===== src/rtl/ste_arb_pkg.sv =====
// Shared widths and the pipeline tag type for the short-time-energy arbiter.
package ste_arb_pkg;
  localparam int DATA_WIDTH = 16;
  localparam int SUM_WIDTH  = 31;
  localparam int SQ_ADDR_W  = 7;
  localparam int SQ_WIDTH   = 15;
  localparam int TAG_CH_W   = 4;

  typedef struct packed {
    logic                valid;
    logic [TAG_CH_W-1:0] ch;
  } pipe_tag_t;
endpackage


===== src/rtl/square_lut.sv =====
// Registered 7-bit squarer shared by all channels; one-cycle latency, clock enable.
module square_lut
  import ste_arb_pkg::*;
(
  input  logic                 clk,
  input  logic                 reset,
  input  logic                 en_i,
  input  logic [SQ_ADDR_W-1:0] addr_i,
  output logic [SQ_WIDTH-1:0]  q_o
);
  logic [SQ_WIDTH-1:0] a_ext;
  logic [SQ_WIDTH-1:0] sq_q;

  assign a_ext = SQ_WIDTH'(addr_i);

  always_ff @(posedge clk or posedge reset) begin
    if (reset)     sq_q <= '0;
    else if (en_i) sq_q <= a_ext * a_ext;
  end

  assign q_o = sq_q;
endmodule


===== src/rtl/ste_arbiter.sv =====
// Round-robin arbiter feeding a shared squares lookup into per-channel energy windows.
// Optional STE_THRESH_EN adds a per-channel activity flag on each completion.
module ste_arbiter #(
  parameter int DATA_WIDTH  = ste_arb_pkg::DATA_WIDTH,
  parameter int NUM_CH      = 4,
  parameter int WINDOW_SIZE = 64,
  parameter int SUM_WIDTH   = ste_arb_pkg::SUM_WIDTH,
  parameter int THRESHOLD   = 100000,
  localparam int CH_W  = (NUM_CH > 1) ? $clog2(NUM_CH) : 1,
  localparam int CNT_W = (WINDOW_SIZE > 1) ? $clog2(WINDOW_SIZE) : 1
) (
  input  logic                         clk,
  input  logic                         reset,
  input  logic                         clear,
  input  logic [NUM_CH*DATA_WIDTH-1:0] ch_data,
  input  logic [NUM_CH-1:0]            ch_valid,
  output logic [NUM_CH-1:0]            ch_ready,
  output logic [SUM_WIDTH-1:0]         ste_out,
  output logic [CH_W-1:0]              ste_ch,
  output logic                         ste_valid,
  output logic [NUM_CH-1:0]            ste_active
);
  import ste_arb_pkg::*;

  // S0: grant and lookup address
  logic [CH_W-1:0]       ptr_q, ptr_d;
  logic [NUM_CH-1:0]     gnt;
  logic [CH_W-1:0]       gnt_idx;
  logic                  any_gnt;
  logic [DATA_WIDTH-1:0] smp, mag;
  logic [SQ_ADDR_W-1:0]  lut_addr;
  int                    idx;

  always_comb begin
    gnt     = '0;
    gnt_idx = '0;
    any_gnt = 1'b0;
    smp     = '0;
    idx     = 0;
    for (int i = 0; i < NUM_CH; i++) begin
      idx = int'(ptr_q) + i;
      if (idx >= NUM_CH) idx = idx - NUM_CH;
      if (!any_gnt && ch_valid[idx]) begin
        any_gnt   = 1'b1;
        gnt[idx]  = 1'b1;
        gnt_idx   = CH_W'(idx);
        smp       = ch_data[idx*DATA_WIDTH +: DATA_WIDTH];
      end
    end
    if (reset || clear) begin
      gnt     = '0;
      any_gnt = 1'b0;
    end
  end

  assign ch_ready = gnt;
  assign ptr_d    = !any_gnt ? ptr_q :
                    (gnt_idx == CH_W'(NUM_CH-1)) ? '0 : gnt_idx + 1'b1;

  // Most negative sample has no positive twin; pin it to the largest magnitude.
  assign mag = !smp[DATA_WIDTH-1] ? smp :
               (smp == {1'b1, {(DATA_WIDTH-1){1'b0}}}) ? {1'b0, {(DATA_WIDTH-1){1'b1}}} : -smp;
  assign lut_addr = mag[DATA_WIDTH-2 -: SQ_ADDR_W];

  logic unused_mag;
  assign unused_mag = ^{mag[DATA_WIDTH-1], mag[DATA_WIDTH-2-SQ_ADDR_W:0]};

  // S1: registered square (inside the LUT) plus channel tag
  logic [SQ_WIDTH-1:0] lut_q, sq2_q;
  pipe_tag_t           s1_q, s1_d, s2_q, s2_d;

  square_lut u_lut (
    .clk    (clk),
    .reset  (reset),
    .en_i   (any_gnt),
    .addr_i (lut_addr),
    .q_o    (lut_q)
  );

  assign s1_d = '{valid: any_gnt, ch: TAG_CH_W'(gnt_idx)};
  assign s2_d = '{valid: s1_q.valid && !clear, ch: s1_q.ch};

  // S2: accumulate; the window's last sample reports and restarts the channel
  logic [NUM_CH-1:0][SUM_WIDTH-1:0] acc_q, acc_d;
  logic [NUM_CH-1:0][CNT_W-1:0]     cnt_q, cnt_d;
  logic [SUM_WIDTH-1:0]             sel_acc, sum_sat;
  logic [SUM_WIDTH:0]               sum_w;
  logic [CNT_W-1:0]                 sel_cnt;
  logic                             fire, last;

  always_comb begin
    sel_acc = '0;
    sel_cnt = '0;
    for (int c = 0; c < NUM_CH; c++) begin
      if (s2_q.ch == TAG_CH_W'(c)) begin
        sel_acc = acc_q[c];
        sel_cnt = cnt_q[c];
      end
    end
    sum_w   = {1'b0, sel_acc} + (SUM_WIDTH+1)'(sq2_q);
    sum_sat = sum_w[SUM_WIDTH] ? '1 : sum_w[SUM_WIDTH-1:0];
    last    = (sel_cnt == CNT_W'(WINDOW_SIZE-1));
    fire    = s2_q.valid && !clear;
    acc_d   = acc_q;
    cnt_d   = cnt_q;
    for (int c = 0; c < NUM_CH; c++) begin
      if (clear) begin
        acc_d[c] = '0;
        cnt_d[c] = '0;
      end else if (fire && s2_q.ch == TAG_CH_W'(c)) begin
        acc_d[c] = last ? '0 : sum_sat;
        cnt_d[c] = last ? '0 : sel_cnt + 1'b1;
      end
    end
  end

  logic [SUM_WIDTH-1:0] ste_out_q;
  logic [CH_W-1:0]      ste_ch_q;
  logic                 ste_valid_q;

  always_ff @(posedge clk or posedge reset) begin
    if (reset) begin
      ptr_q       <= '0;
      s1_q        <= '0;
      s2_q        <= '0;
      sq2_q       <= '0;
      acc_q       <= '0;
      cnt_q       <= '0;
      ste_out_q   <= '0;
      ste_ch_q    <= '0;
      ste_valid_q <= 1'b0;
    end else begin
      ptr_q       <= ptr_d;
      s1_q        <= s1_d;
      s2_q        <= s2_d;
      sq2_q       <= lut_q;
      acc_q       <= acc_d;
      cnt_q       <= cnt_d;
      ste_valid_q <= fire && last;
      if (fire && last) begin
        ste_out_q <= sum_sat;
        ste_ch_q  <= CH_W'(s2_q.ch);
      end
    end
  end

  assign ste_out   = ste_out_q;
  assign ste_ch    = ste_ch_q;
  assign ste_valid = ste_valid_q;

`ifdef STE_THRESH_EN
  logic [NUM_CH-1:0] act_q;

  always_ff @(posedge clk or posedge reset) begin
    if (reset)     act_q <= '0;
    else if (clear) act_q <= '0;
    else if (fire && last) begin
      for (int c = 0; c < NUM_CH; c++)
        if (s2_q.ch == TAG_CH_W'(c)) act_q[c] <= (sum_sat > SUM_WIDTH'(THRESHOLD));
    end
  end

  assign ste_active = act_q;
`else
  logic [31:0] unused_thresh;
  assign unused_thresh = THRESHOLD;
  assign ste_active    = '0;
`endif
endmodule


===== config.mk =====
export PLATFORM = sky130hd
export DESIGN_NAME = ste_arbiter
export DESIGN_NICKNAME = d
export VERILOG_FILES = /design/src/rtl/ste_arb_pkg.sv /design/src/rtl/square_lut.sv /design/src/rtl/ste_arbiter.sv
export SDC_FILE = /design/constraint.sdc
export NUM_CORES = 1
export LEC_CHECK = 0
export ABC_CLOCK_PERIOD_IN_PS = 7700
export CAP_MARGIN = 0
export CORE_MARGIN = 2
export CORE_UTILIZATION = 59
export CTS_CLUSTER_SIZE = 14
export DETAILED_ROUTE_END_ITERATION = 7
export DONT_BUFFER_PORTS = 1
export PLACE_DENSITY = 0.78
export SYNTH_ARGS = -nofsm -noshare
export SYNTH_HDL_FRONTEND = slang
export SYNTH_HIERARCHICAL = 1
export SYNTH_SLANG_ARGS = --single-unit

===== constraint.sdc =====
create_clock -name clk -period 7.7 [get_ports clk]
set_input_delay 2.31 -clock clk [delete_from_list [all_inputs] [get_ports clk]]
set_output_delay 2.31 -clock clk [all_outputs]
set_load 0.02 [all_outputs]

After elaboration in Yosys (flattened, before gate mapping)
Index checks and enable logic that the tools add are counted.

cells by class
  shifts and indexed selects = 4
  add/subtract/negate cells = 11
  mux-type cells = 72
  equality and inequality tests = 6
  multiply operators = 1
  bitwise gates (word level) = 3
  $lt $le $gt $ge = 12
  reductions and logical operators = 24

operators with widths
  operator              number
  $mux 31               14
  $shiftx 64x32->16     4
  $ge 32x1->1 const B   4
  $lt 32x4->1 const B   4
  $mux 32               4
  $mux 6                13
  $mux 16               4
  $add 31x15->32        1
  $mux 15               2
  $mux 4                5
  $mux 1                17
  $eq 16x16->1 const B  1
  $neg 15->15           1
  $logic_and 1x1->1     14
  $mul 7x7->14          1
  $or 4x4->4            3
  $sub 3x3->4 const B   3
  $mux 2                5
  $ge 3x3->1 const B    3
  $bmux 1 s2            4
  $demux 1 s2           4
  $reduce_bool 2->1     4
  $add 2x2->3 const B   2
  $add 6x1->6 const B   1
  other kinds (10)      15

word-level totals
  logic and storage cells = 151
  bits in registers = 220
  output and inout bits = 42
  input port bits = 71

Longest topological paths before layout
Gate-level depths: netlist of run 1.

  word-level depth = 19
  mapped depth = 31
  gate-level depth less buffers = 27

By module
Netlist of run 1, hierarchy kept.

modules (own cells, without submodules)
  module       times used  seq. area each (um^2)  cells each  area each (um^2)
  ste_arbiter  1           5129.9                 1139        11577.4
  square_lut   1           325.3                  196         1786.7

Worst setup path after synthesis of run 1
Ideal clock, no wire load.

  path kind = in2reg
  start = input ch_valid[1]
  end = register u_lut.sq_q[12] (netlist: u_lut/q_o[12])
  arrival = 8254 ps
  cell stages on the path = 28
  required time = 7631 ps
  path buffers = 3
  slack = -623 ps
  library setup time = 69 ps
  cells stage by stage = clkbuf_1 -> mux4_2 -> buf_6 -> nor2_4 -> nand2_2 -> a221o_1 -> a32oi_2 -> nand3_2 -> nor3_4 -> nand4_2 -> nand2_1 -> clkbuf_1 -> nand2_1 -> xor2_1 -> ha_1 -> inv_1 -> fa_1 -> inv_1 -> fa_1 -> inv_1 -> fa_1 -> inv_1 -> ha_1 -> o21ai_1 -> o21ai_2 -> nand2_1 -> or4_1 -> nand3_1

between the ends
  cells in the longest elaborated chain, start to end = 17
  elaborated cells on any way between the ends = 32
  classes of those cells = 1 x add/sub; 1 x mul; 1 x eq/ne; 23 x mux; 6 x reduce/logical

RTL lines
  item                                                line               text
  start: declaration                                  ste_arbiter.sv:16  input logic [NUM_CH-1:0] ch_valid,
  $bmux 1 s2                                          ste_arbiter.sv:43  if (!any_gnt && ch_valid[idx]) begin
  $mux 1 (implied by the code) (2 in a row)           ste_arbiter.sv:43
  $mux 1                                              ste_arbiter.sv:43
  $logic_not 1->1                                     ste_arbiter.sv:43
  $logic_and 1x1->1                                   ste_arbiter.sv:43
  $mux 1                                              ste_arbiter.sv:43
  $logic_not 1->1                                     ste_arbiter.sv:43
  $logic_and 1x1->1                                   ste_arbiter.sv:43
  $mux 1                                              ste_arbiter.sv:43
  $logic_not 1->1                                     ste_arbiter.sv:43
  $logic_and 1x1->1                                   ste_arbiter.sv:43
  $mux 16 *                                           ste_arbiter.sv:43
  $neg 15->15 / $eq 16x16->1 (equally long branches)  ste_arbiter.sv:62  (smp == {1'b1, {(DATA_WIDTH-1){1'b0}}}) ? {1'b0, {(DATA_WIDTH-1){1'b1}}} : -smp;
  $mux 15                                             ste_arbiter.sv:62
  $mux 15 *                                           ste_arbiter.sv:61  assign mag = !smp[DATA_WIDTH-1] ? smp :
  named net mag[8]                                    ste_arbiter.sv:30  logic [DATA_WIDTH-1:0] smp, mag;
  $mul 7x7->14 *                                      square_lut.sv:18   else if (en_i) sq_q <= a_ext * a_ext;
  end signal: assignment                              square_lut.sv:18
  end: declaration                                    square_lut.sv:12   logic [SQ_WIDTH-1:0] sq_q;

The timed path passes the listed nets; every way through them passes the cells marked *. The select of a mux whose other input is x is not followed.
A chain may end at the register's enable or synchronous reset.

Final worst setup path of run 1
  start = input ch_valid[2]
  end = register u_lut.sq_q[13] (netlist: u_lut/q_o[13])

The elaborated chain is that of the path after synthesis.

==> impl_metrics.csv, run 1 <==
group,metric,value,unit
outcome,outcome,"finished clean",
placement,hpwl,21610,um
finish,drive_gt1_frac,0.1726,
critical_path,slowest_stage,"mux4_2",
global_route,overflow,0,
die,die-area,23870,sq um
yosys,yosysTopAreaCellShare,0.4082,
yosys,syn_area,13360,sq um
global_route,antenna_found_initial,0,
flow_run,cap_violations,0,
global_route,grt_pass1_vias,10490,
yosys,synthCells,1335,
global_route,grt_use_met1,0.3541,
critical_path,cp-start-kind,"input port",
yosys,synth_most_common_cell,"nand2_1",
yosys,seq_area_frac_synth,0.4082,
yosys,ys_async_sr_fraction,1.000,
placement,numPortBuffers,0,
routing,wl_per_cell,18.83,um
global_route,grt_first_pass_wirelength,51540,um
global_route,top_usage_layer,"met2",
clock_tree,clock-sinks,218,
critical_path,path_buf_inv,5,
timing,rsz0062_at_grt,"no",
yosys,synth_area_leader_cell,"dfrtp_1",
routing,drtIter0Drc,793,
yosys,synth_ff_type,"dfrtp_1",
timing,clock.fmax,0.1350,GHz
finish,fin_nets,1487,
global_route,grt_max_degree,77,
timing,hold_viol_final,0,
routing,num_vias,10510,
clock_tree,cts_max_level,1,
global_route,grtUsageMet2,0.4577,
finish,insertedDiodeCount,0,
yosys,synth.distinct_cells,75,
critical_path,arrival,7.77,ns
clock_tree,worstSkewPairLatency,0.52,ns
finish,multi_input_area,7435,sq um
timing,finalSetupTns,0,ns
clock_tree,numCtsBuffers,22,
worst_hold_path,hold_path.class,"reg2reg",
die,num_rows,55,
yosys,synthTopCellsByCount,"222 x nand2_1, 218 x dfrtp_1, 159 x o21ai_0, 83 x nor2_1, 66 x mux4_2",
yosys,yosysWarnings,6,
critical_path,cp_slowest_stage_delay,0.52,ns
routing,drt_first_pass_iters,5,
finish,syn2layout_area_growth,10.23,%
finish,fill_cells,1693,
clock_tree,clk_pin_slew_worst_paths,0.07,ns
clock_tree,hold_buffers,0,
die,fp.dieH,154.5,um
critical_path,worstSetupPathType,"in2reg",
clock_tree,cts_buffer_depth,3,
routing,final_antenna_net_count,0,
critical_path,end_kind,"flip-flop",
timing,maxSlewViolCount,0,
critical_path,worstPathRequired,8.06,ns
global_route,grt_usage,0.2635,
die,ios,113,
timing,fin_worst_skew,0.03055,ns
clock_tree,cts_tree,"done",
timing,tightest_slew,1.116,ns
critical_path,critPathMaxFanout,10,
die,die_w,154.5,um
placement,finalWeightedCongestion,0.9111,
timing,relSlewSlack,0.2556,
die,start_util,0.5957,
timing,period_share,0.9619,
yosys,ys_ff_latch,218,
timing,setup_viol,0,
critical_path,crit_top_cell,"fa_1",
yosys,synth.avg_cell_area,10.01,sq um
critical_path,r2r_slack,0.77,ns
timing,period_minus_slack,7.407,ns
global_route,gr-usage-met3,0.02914,
routing,vias_per_cell,6.363,
critical_path,critical_path.top_delay_family,"adder cells",
routing,wl,31100,um
yosys,yosys-top-cells-area,"dfrtp_1 41%, mux4_2 11%, nand2_1 6.2%, o21ai_0 6.0%, ha_1 4.7%",
finish,area.sequential,5461,sq um
yosys,synth_edf_count,0,
finish,final_core_util,0.6567,
routing,drc,0,
die,coreArea,22430,sq um
clock_tree,ctsRootBufferMaster,"clkbuf_16",
## placed cells by master (no fill, tap or decap), types with 5 or more instances in the layout
| cell type | synthesis | layout |
|---|---|---|
| mux2i_1 | 37 | 37 |
| a32o_1 | 5 | 5 |
| o21bai_1 | 5 | 5 |
| a22o_1 | 13 | 13 |
| xnor2_1 | 25 | 25 |
| and2_1 | 17 | 17 |
| inv_1 | 45 | 42 |
| fa_1 | 14 | 14 |
| and3_1 | 12 | 12 |
| conb_1 | 2 | 6 |
| o211ai_1 | 5 | 5 |
| o21ai_2 | 1 | 5 |
| nor2_1 | 83 | 79 |
| dfrtp_1 | 218 | 215 |
| o21ai_0 | 159 | 152 |
| a21oi_1 | 30 | 28 |
| nand2_1 | 222 | 219 |
| o31ai_1 | 18 | 18 |
| nand3_1 | 18 | 18 |
| nand2b_1 | 8 | 8 |
| mux4_2 | 66 | 66 |
| buf_4 | 9 | 76 |
| xor2_1 | 13 | 13 |
| clkbuf_16 | 0 | 22 |
| a221oi_1 | 5 | 5 |
| a211oi_1 | 13 | 12 |
| mux2_2 | 21 | 21 |
| nand4_1 | 5 | 5 |
| nor3_1 | 26 | 26 |
| o21ai_1 | 6 | 8 |
| ha_1 | 50 | 49 |
| o22ai_1 | 8 | 8 |
| a22oi_1 | 6 | 6 |
| clkinv_2 | 0 | 5 |
| nor3b_1 | 5 | 5 |
| nor2b_1 | 7 | 7 |
| o32ai_1 | 9 | 9 |
| a21o_1 | 14 | 14 |
## worst register-to-register path, cell delays in order (launching register included)
cell and delay (ns):
dfrtp_4 0.40, buf_4 0.76, mux4_2 0.71, buf_4 0.18, nor2_4 0.13, nand2_2 0.08
buf_4 0.15, o32ai_1 0.23, o21ai_0 0.16, nand2_1 0.22, o21ai_0 0.16, xnor2_1 0.20
nand2_1 0.19, ha_1 0.37, xor2_1 0.19, fa_1 0.49, inv_1 0.05, fa_1 0.47
inv_1 0.05, fa_1 0.49, inv_2 0.05, ha_4 0.29, nand4_1 0.13, a21oi_2 0.19
nor3_2 0.09, a221oi_1 0.28, o41ai_1 0.12
## path summary, 6_finish.rpt
kind / cells past startpoint / end / from
worst max-delay path: 25 / u_lut/q_o[13] / ch_valid[2]
worst min-delay path: 0 / s2_q[0] / s1_q[0]
worst max register to register: 26 / u_lut/q_o[13] / ptr_q[0]
worst min register to register: 0 / s2_q[0] / s1_q[0]
max in group asynchronous: 2 / acc_q[3] / reset
min in group asynchronous: 1 / s1_q[0] / reset
## cells by family (layout without fill, tap and decap cells)
family / count (synthesis) / after routing / synth area share
fa+ha+maj: 64 / 64 / 0.06778
other cells: 2 / 6 / 0.0005620
xor+xnor: 38 / 38 / 0.02490
compound gates: 332 / 332 / 0.1567
buf+inv: 134 / 162 / 0.04353
simple gates: 423 / 423 / 0.1417
flops: 218 / 218 / 0.4082
mux: 124 / 124 / 0.1566
## repair_timing
item / CTS / global route
setup endpoints to repair: 0 / 5
hold endpoints to repair: 0 / 0
setup buffers: 0 / 1
resized for setup: 0 / 6
## area by class of cell
| class | count | area share |
|---|---|---|
| well taps | 285 | 0.02421 |
| clock inverters | 11 | 0.008493 |
| repair buffers | 76 | 0.03873 |
| multi-input cells | 987 | 0.5047 |
| flip-flops and latches | 218 | 0.3707 |
| inverters | 47 | 0.01223 |
| clock buffers | 28 | 0.04094 |
## through the flow
| step | instance area [sq um] | hold WS (ns) | setup slack [ns] | cells |
|---|---|---|---|---|
| 2_1_floorplan | 13490 | 0.3312 | -0.08816 | 1339 |
| 3_5_place_dp | 13980 | 0.3354 | -0.2565 | 1612 |
| 6_report | 14730 | 0.3483 | 0.2931 | 1652 |
| 5_1_grt | 14730 | 0.3522 | 0.002358 | 1652 |
| 3_3_place_gp | 13980 | 0.3340 | -0.05961 | 1612 |
| 4_1_cts | 14710 | 0.3501 | 0.2331 | 1651 |
## metal layers
metal	wire length (um)	up-vias
li1	-	4825
met1	13160	5275
met2	15570	357
met3	1667	55
met4	706	0
met5	0	-
## sequential cells by signal (all words and copies together) (netlist names)
register and count:
acc_q 124, s1_q 3, u_lut/q_o 13, cnt_q 24
s2_q 3, ptr_q 2, sq2_q 15, ste_ch 2
ste_out 31, ste_valid 1
Power of run 1 is left out: the tool's default activity adds up to more than one toggle a clock period on the data nets, which glitch-free logic cannot reach.
==> run 2, diff against run 1 <==
--- a/config.mk
+++ b/config.mk
@@ -9,11 +9,11 @@
 export CAP_MARGIN = 0
 export CORE_MARGIN = 2
 export CORE_UTILIZATION = 59
+export CTS_CLUSTER_DIAMETER = 40
 export CTS_CLUSTER_SIZE = 14
 export DETAILED_ROUTE_END_ITERATION = 7
 export DONT_BUFFER_PORTS = 1
 export PLACE_DENSITY = 0.78
 export SYNTH_ARGS = -nofsm -noshare
 export SYNTH_HDL_FRONTEND = slang
-export SYNTH_HIERARCHICAL = 1
 export SYNTH_SLANG_ARGS = --single-unit
==> run 2 against run 1 <==
  * The run now ends with setup timing left
  * Sequential share of layout area fell by 2.9 points
  * Global-route usage rose by 2.3 points
  * Die area rose by 3.7%
  * Critical path depth fell by 2
  * Utilization rose by 2.3 points
  * Synthesized cell count rose by 3.9%
  * Wire length rose by 13%
  * Clock-buffer cell count rose by 3
  * First-iteration DRC count rose by 16%
  * Design area rose by 7.3%
  * Worst setup slack got worse by 0.48 ns
  * Flip-flop and latch count fell by 2
  * Critical path type unchanged
==> impl_metrics.csv, run 2 <==
group,metric,value,unit
routing,drc,0,
global_route,grt_pass1_vias,11470,
yosys,yosysWarnings,0,
die,start_util,0.5965,
critical_path,critPathMaxFanout,13,
critical_path,worstPathRequired,8.10,ns
clock_tree,cts_tree,"done",
finish,regMostFlops,"acc_q",
yosys,synth_most_common_cell,"dfrtp_1",
clock_tree,cts_max_level,1,
die,coreArea,23260,sq um
clock_tree,clock-sinks,216,
die,fp.dieH,157.4,um
die,num_rows,56,
routing,vias_per_cell,6.389,
finish,layout_common_cells,"213 x dfrtp_1, 199 x nand2_1, 124 x o21ai_0",
yosys,ys_async_sr_fraction,1.000,
finish,largest_register_ffs,124,
yosys,synth_edf_count,0,
finish,area.sequential,5411,sq um
critical_path,cp-start-kind,"input port",
routing,drtIter0Drc,923,
global_route,grt_max_degree,153,
yosys,synthTopCellsByCount,"216 x dfrtp_1, 200 x nand2_1, 128 x o21ai_0, 101 x nor2_1, 75 x mux4_2",
yosys,syn_area,13880,sq um
critical_path,crit_top_cell,"fa_1",
placement,finalWeightedCongestion,0.9766,
die,ios,113,
finish,final_cells,1772,
routing,wl_per_cell,19.80,um
timing,period_share,1.024,
finish,insertedDiodeCount,0,
yosys,synth_ff_type,"dfrtp_1",
placement,hpwl,23810,um
global_route,antenna_found_initial,0,
routing,num_vias,11320,
routing,drt_first_pass_iters,6,
yosys,synth_top_family_by_area,"compound AO/OA/AOI/OAI gates",
timing,tightest_slew,0.9009,ns
placement,numPortBuffers,0,
flow_run,cap_violations,0,
critical_path,cp_slowest_stage_delay,0.59,ns
placement,dp_cells,1718,
outcome,outcome,"finished, violations left",
yosys,yosys-top-cells-area,"dfrtp_1 39%, mux4_2 12%, nand2_1 5.4%, o21ai_0 4.6%, ha_1 4.4%",
finish,fin_nets,1568,
yosys,synth_compound_area_frac,0.1735,
critical_path,worstSetupPathType,"in2reg",
yosys,yosys.area_share.simple,0.1399,
finish,drive_gt1_frac,0.2202,
critical_path,path_cells,"mux4_2 -> or3b_4 -> mux2_4 -> a22oi_2 -> nand2_2 -> or4_4 -> a211o_1 -> o21a_1 -> nor2_4 -> ha_4 -> xnor2_2 -> fa_1 -> inv_2 -> fa_1 -> fa_1 -> ha_4 -> a21oi_4 -> nor2b_1 -> o21a_1 -> o31a_1 -> o41ai_2 -> xnor2_1 -> mux2_2",
critical_path,arrival,8.28,ns
timing,timing.final.ws_setup,-0.1869,ns
outcome,violations,"setup timing",
yosys,muxShareOfSynthArea,0.1593,
clock_tree,clk_pin_slew_worst_paths,0.06,ns
clock_tree,numCtsBuffers,25,
yosys,synth.distinct_cells,83,
die,die-area,24760,sq um
yosys,synthCells,1387,
timing,period_minus_slack,7.887,ns
finish,multi_input_area,8115,sq um
yosys,synth-adder-area-share,0.06293,
clock_tree,cts_buffer_depth,3,
timing,relSlewSlack,0.3994,
yosys,ys_ff_latch,216,
finish,mostFrequentLayoutCell,"dfrtp_1",
worst_hold_path,hold_path.class,"reg2reg",
clock_tree,worstSkewPairLatency,0.52,ns
timing,rsz0062_at_grt,"yes",
global_route,overflow,0,
timing,maxSlewViolCount,0,
timing,hold_viol_final,0,
critical_path,end_kind,"flip-flop",
yosys,yosysTopAreaCellShare,0.3895,
finish,syn2layout_area_growth,13.96,%
clock_tree,ctsRootBufferMaster,"clkbuf_16",
timing,fin_worst_skew,0.01442,ns
yosys,synth.avg_cell_area,10.01,sq um
critical_path,slowest_stage,"mux4_2",
timing,whs,0.3480,ns
finish,fill_cells,1669,
timing,clock.fmax,0.1268,GHz
die,die_w,157.4,um
yosys,synthXorXnorAreaFrac,0.03029,
routing,wl,35080,um
yosys,seq_area_frac_synth,0.3895,
timing,setup_viol,3,
global_route,grt_usage,0.2863,
global_route,grt_first_pass_wirelength,57400,um
routing,final_antenna_net_count,0,
yosys,synth_area_leader_cell,"dfrtp_1",
[run 2: kinds of logic after synthesis]
logic type      after synthesis
compound gates              370
buf+inv                     141
other cells                   1
xor+xnor                     48
mux                         125
fa+ha+maj                    62
flops                       216
simple gates                424
[run 2: metal layers]
metal / track usage / up-vias / wire (um)
met2: 0.4964 / 512 / 17620
met1: 0.3689 / 5587 / 13950
met4: 0.08658 / 0 / 843
met5: 0 / - / 0
li1: - / 5144 / -
met3: 0.04956 / 79 / 2664
[run 2: worst max-delay path: cells and delay by family]
kind	cells	cell delay [ns]
AOI/OAI and AO/OA	7	1.44
muxes	3	1.13
xor gates and xnor gates	2	0.22
adders and majority gates	5	1.96
and+or+nand+nor	5	1.18
buffers and inverters	1	0.04
[run 2: final timing paths]
path                             start            end  slack, ns  cells after the start
setup reg to reg              ptr_q[0]  u_lut.q_o[13]       0.31                     25
hold / removal                 s1_q[1]        s2_q[1]       0.35                      0
hold reg to reg                s1_q[1]        s2_q[1]       0.35                      0
setup / recovery           ch_valid[2]  u_lut.q_o[13]      -0.19                     23
max in group asynchronous        reset    ste_out[27]       4.45                      3
min in group asynchronous        reset      cnt_q[11]       1.83                      2
[run 2: cell type report]
| type | instances | share of cell area |
|---|---|---|
| clock inverters | 14 | 0.01029 |
| well taps | 319 | 0.02524 |
| multi-input cells | 1033 | 0.5132 |
| inverters | 47 | 0.01139 |
| repair buffers | 112 | 0.05546 |
| clock buffers | 31 | 0.04225 |
| flip-flops and latches | 216 | 0.3422 |
[run 2: through the flow]
stage	area, sq um	util	setup slack [ns]	setup TNS (ns)
after floorplan	13980	-	-0.7321	-2.245
after global placement	14730	0.6333	-0.7458	-3.048
after detailed placement	14730	0.6333	-0.8158	-3.636
after CTS	15660	0.6730	-0.2158	-0.3631
after global routing	15810	0.6798	-0.4151	-1.589
final	15810	0.6798	-0.1869	-0.4630
[run 2: what timing repair did]
| action | in CTS | in global routing |
|---|---|---|
| pin swaps | 20 | 18 |
| endpoints found under the setup margin | 4 | 6 |
| buffers inserted | 5 | 4 |
| endpoints found under the hold margin | 0 | 0 |
| hold buffers | 0 | 0 |
| resized for setup | 11 | 29 |
Power of run 2 is left out for the same reason.
